==> src/rtl/bcd_countdown_timer_pkg.sv <==
// bcd_countdown_timer_pkg: state encoding, BCD constants and the digit sanitizer shared by the timer
package bcd_countdown_timer_pkg;
   localparam logic [1:0] IDLE     = 2'd0;
   localparam logic [1:0] RUN      = 2'd1;
   localparam logic [1:0] PAUSE    = 2'd2;
   localparam logic [1:0] FINISHED = 2'd3;
   localparam logic [3:0] TENS_MAX  = 4'h5;
   localparam logic [3:0] ONES_MAX  = 4'h9;
   localparam logic [7:0] ZERO_BCD  = 8'h00;
   localparam logic [7:0] MAX60_BCD = 8'h59;
   // Clamp each digit to its legal maximum so loaded values are always valid 00-59 BCD
   function automatic logic [7:0] sanitize(input logic [7:0] d);
      return {(d[7:4] > TENS_MAX) ? TENS_MAX : d[7:4], (d[3:0] > ONES_MAX) ? ONES_MAX : d[3:0]};
   endfunction
endpackage

==> src/rtl/bcd_countdown_timer_down60.sv <==
// bcd_down60: one 00-59 BCD down-counter field with sanitized load and borrow-out
module bcd_down60
   import bcd_countdown_timer_pkg::*;
(
   input  logic       CP,
   input  logic       CR,
   input  logic       EN,
   input  logic       LD,
   input  logic [7:0] D,
   output logic [7:0] Q,
   output logic       BO
);
   logic [7:0] r_q;
   logic [7:0] w_dec;
   assign w_dec = (r_q[3:0] != 4'h0) ? {r_q[7:4], r_q[3:0] - 4'h1} :
                  (r_q[7:4] != 4'h0) ? {r_q[7:4] - 4'h1, ONES_MAX} : MAX60_BCD;
   assign Q  = r_q;
   assign BO = EN & (r_q == ZERO_BCD);
   // Load wins over decrement; a borrow-in at 00 wraps to 59 and raises BO
   always_ff @(posedge CP or posedge CR)
      if (CR) r_q <= ZERO_BCD;
      else if (LD) r_q <= sanitize(D);
      else if (EN) r_q <= w_dec;
endmodule

==> src/rtl/bcd_countdown_timer.sv <==
// bcd_countdown_timer: loadable mm:ss BCD countdown with run/pause control and expiry flags
module bcd_countdown_timer
   import bcd_countdown_timer_pkg::*;
(
   input  logic       CP,
   input  logic       CR,
   input  logic       TICK,
   input  logic       LOAD,
   input  logic [7:0] LD_MIN,
   input  logic [7:0] LD_SEC,
   input  logic       START,
   input  logic       STOP,
   output logic [7:0] MIN,
   output logic [7:0] SEC,
   output logic       RUNNING,
   output logic       DONE,
   output logic       EXPIRED
);
   logic [1:0] r_state;
   logic       r_running, r_done, r_expired;
   logic [1:0] w_next;
   logic       w_tick, w_sec_bo, w_min_bo, w_expire, w_start_ok;
   assign w_tick     = TICK & (r_state == RUN) & ~LOAD & ~STOP;
   // A borrow out of the minutes field would mean passing 00:00; treat it as expiry too
   assign w_expire   = w_tick & (({MIN, SEC} == {ZERO_BCD, 8'h01}) | w_min_bo);
   assign w_start_ok = START & ((r_state == IDLE) | (r_state == PAUSE)) & ({MIN, SEC} != {ZERO_BCD, ZERO_BCD});
   assign w_next     = LOAD ? IDLE :
                       STOP ? ((r_state == RUN) ? PAUSE : r_state) :
                       w_start_ok ? RUN :
                       w_expire ? FINISHED : r_state;
   assign RUNNING = r_running;
   assign DONE    = r_done;
   assign EXPIRED = r_expired;
   bcd_down60 u_sec (
      .CP(CP), .CR(CR), .EN(w_tick), .LD(LOAD), .D(LD_SEC), .Q(SEC), .BO(w_sec_bo)
   );
   bcd_down60 u_min (
      .CP(CP), .CR(CR), .EN(w_sec_bo), .LD(LOAD), .D(LD_MIN), .Q(MIN), .BO(w_min_bo)
   );
   // Control state plus registered RUNNING, one-cycle DONE and sticky EXPIRED
   always_ff @(posedge CP or posedge CR)
      if (CR) begin
         r_state   <= IDLE;
         r_running <= 1'b0;
         r_done    <= 1'b0;
         r_expired <= 1'b0;
      end else begin
         r_state   <= w_next;
         r_running <= (w_next == RUN);
         r_done    <= w_expire;
         r_expired <= LOAD ? 1'b0 : (r_expired | w_expire);
      end
endmodule

==> config.mk <==
export PLATFORM = sky130hd
export DESIGN_NAME = bcd_countdown_timer
export DESIGN_NICKNAME = d
export VERILOG_FILES = /design/src/rtl/bcd_countdown_timer_pkg.sv /design/src/rtl/bcd_countdown_timer_down60.sv /design/src/rtl/bcd_countdown_timer.sv
export SDC_FILE = /design/constraint.sdc
export NUM_CORES = 1
export LEC_CHECK = 0
export CAP_MARGIN = 20
export CORE_UTILIZATION = 41
export CTS_CLUSTER_SIZE = 30
export DETAILED_ROUTE_END_ITERATION = 12
export PLACE_DENSITY = 0.73
export SLEW_MARGIN = 0
export SYNTH_ARGS = -nofsm -noshare
export SYNTH_HDL_FRONTEND = slang
export SYNTH_SLANG_ARGS = --single-unit
==> constraint.sdc <==
create_clock -name CP -period 2.1 [get_ports CP]
set_clock_uncertainty 0.15 [all_clocks]
set_input_delay 0.42 -clock CP [delete_from_list [all_inputs] [get_ports CP]]
set_output_delay 0.42 -clock CP [all_outputs]
set_load 0.02 [all_outputs]
==> reports/results.tsv, run 1 <==
metric	value	unit
Root Buffer	clkbuf_4	
most common cell in the netlist	dfrtp_1	
critical path's top delay family	simple AND/OR/NAND/NOR gates	
Routed Antenna Nets	0	
top cell type's share of synthesized area	40.70	%
post-synth top area cell	dfrtp_1	
port bufs	40	
ys async rst share	100.0	%
Tot GR Track Use	22.67	%
Bufs and invs on worst path	1	
# diodes	0	
maximum VDD drop	235.4	uV
later-pin clock latency in the skew report	0.31	ns
Tightest Pin Transition	0.4953	ns
H-tree levels	1	
Critical Path RT	2.15	ns
hold bufs inserted after CTS	0	
GPL Wtd Cong	0.8154	
slowest stage cell, crit path	dfrtp_2	
pins over their slew limit	0	
crit start category	flip-flop	
Max Cap Viol	0	
gr busiest metal	met2	
DRT Pass-1 Iters	4	
Tcrit/Tclk final	104.8	%
number of flops mapped to enable cells by yosys	0	
Synth Cell Area	0.001291	mm^2
Final Cell Area	0.002021	mm^2
Site Rows	20	
pre-CTS setup slack	-0.3521	ns
RSZ-0062 raised after global routing	true	
Non-Filler Instances	252	
clk sinks	21	
f_max	0.4545	GHz
met2 usage	39.08	%
Yosys warnings	0	
CTS Buf Count	3	
Worst Path Arrival	2.25	ns
CP Max Fanout	2	
largest net degree at the start of global routing	22	
Clock Tree Buf Depth	2	
nets	233	
layout cells sized above 1	25.00	%
Hold Vio Cnt, Final	0	
Synth-to-Final Area Change	56.49	%
WL final	3.597	mm
Die Span Y	58.12	um
starting density of the core	42.64	%
met3 Resource Use GR	2.902	%
Setup WS post-layout	-0.1001	ns
CTS tree	yes	
first-pass GRT wire length	5.871	mm
failing checks	setup timing	
Final setup viols	1	
PwrDens	466.8	mW/mm^2
Core ar.	0.003028	mm^2
Seq/Total Area, Yosys	40.70	%
IO Pins	41	
die area	0.003378	mm^2
via count	1364	
initial antenna violation count	0	
Rel. slew slack	66.13	%
kind of critical path	reg -> reg	
Post-Syn Nets	164	
Placed Cells	246	
WL/cell	14.27	um
GRT overflow	0	
initial DRC count	21	
clock slew at reported path FFs	0.13	ns
Die X	58.12	um
Detail Placement HPWL	2.779	mm
slowest stage delay, CP	0.43	ns
vias in the first global route	1346	
met1 usage	28.81	%
Hold Path Class	in -> async	
DP Area	0.001943	mm^2
Yosys cell types	42	
Finished Core Util	66.74	%
Avg Cell Area, Syn	9.223	um^2
crit path cell chain	inv_2 > ha_4 > or3b_4 > or4_4 > or2_1 > a221o_1	
Synth Flop Type	dfrtp_1	
R2R setup slack	-0.10	ns
post-route minimum period	2.200	ns
dominant cells by area after synthesis	dfrtp_1 41%, nor3_1 4.3%, nor2_1 3.2%, inv_1 2.9%, or3_1 2.4%	
register bit count reported by yosys	21	
Leak	0.8295	nW
status	finished with violations	
Post-synth top cells	21 x dfrtp_1, 11 x nor2_1, 11 x nor3_1	
drt via density	5.413	
Setup crit end kind	flip-flop	
Mapped Cells	140	
DRC	0	
==> cells in the final DEF, fill, tap and decap left out, types with 3 or more instances in the layout <==
cell / instances
a211oi_1: 3
a21oi_1: 6
a31oi_1: 3
buf_4: 29
clkbuf_4: 3
clkdlybuf4s50_1: 38
dfrtp_1: 18
dfrtp_2: 3
inv_1: 8
nand2_1: 6
nand3b_1: 3
nor2_1: 11
nor2b_1: 4
nor3_1: 11
o211ai_1: 4
o21ai_0: 4
or3_1: 4
==> worst min-delay path, delay by kind of cell <==
family	cells	cell delay, ns
buf+inv	3	0.71
==> path summary, 6_finish.rpt <==
check	startpoint	end	depth (start not counted)
worst max register to register	u_sec.Q[4]	u_min.Q[2]	6
max in group asynchronous	CR	u_sec.Q[5]	3
worst min register to register	EXPIRED	EXPIRED	1
min in group CP	STOP	RUNNING	3
worst max-delay path	u_sec.Q[4]	u_min.Q[2]	6
worst min-delay path	CR	r_state[1]	3
==> where the power goes <==
part	internal [mW]	total (mW)	leakage (nW)	switching [mW]
registers	0.430	0.459	0.256	0.0289
logic	0.147	0.280	0.556	0.133
clock network	0.0712	0.205	0.0177	0.134
==> cell families after synthesis <==
logic type | count (synthesis) | share of synthesized area [%]
AND/OR/NAND/NOR | 62 | 29.46
AO/OA/AOI/OAI | 36 | 19.67
flip-flops | 21 | 40.70
buffers and inverters | 15 | 4.942
multiplexers | 4 | 3.295
adder cells (fa/ha/maj) | 2 | 1.938
==> sequential cells by signal (all words and copies together), names as in the netlist <==
| signal | count |
|---|---|
| RUNNING | 1 |
| u_min.Q | 8 |
| EXPIRED | 1 |
| u_sec.Q | 8 |
| r_state | 2 |
| DONE | 1 |
==> per-stage QoR <==
step | power (mW) | hold WS (ns) | setup TNS, ns
2_1_floorplan | 0.5841 | 0.2464 | -0.1590
3_3_place_gp | 0.7311 | 0.3259 | -2.877
3_5_place_dp | 0.7389 | 0.3337 | -3.459
4_1_cts | 0.9442 | 0.2786 | -0.1364
5_1_grt | 0.9925 | 0.2825 | -0.1395
6_report | 0.9432 | 0.2717 | -0.1001
==> routing by layer <==
layer	share of wire (%)	wire length [um]
met5	0	0
met4	1.8	63
met3	3.3	119
met2	49	1768
met1	46	1645
==> final cells by class <==
type                            count  area [um^2]
Fill cell                         257         1007
Multi-Input combinational cell    104        748.2
Timing Repair Buffer               69        623.1
Sequential cell                    21        529.3
Tap cell                           44        55.05
Inverter                           10        37.54
Clock buffer                        3        22.52
Clock inverter                      1        5.005
==> what timing repair did <==
action,4_1_cts,5_1_grt
setup endpoints to repair,2,10
pin swaps,1,4
gates resized for setup,1,11
buffers inserted,0,2
(Power assumes the default switching activity.)
==> run 2: changes to the inputs <==
SLEW_MARGIN = not set   (was 0)
==> results of run 2 <==
The final DEF is identical to that of run 1; final timing and power are the same.
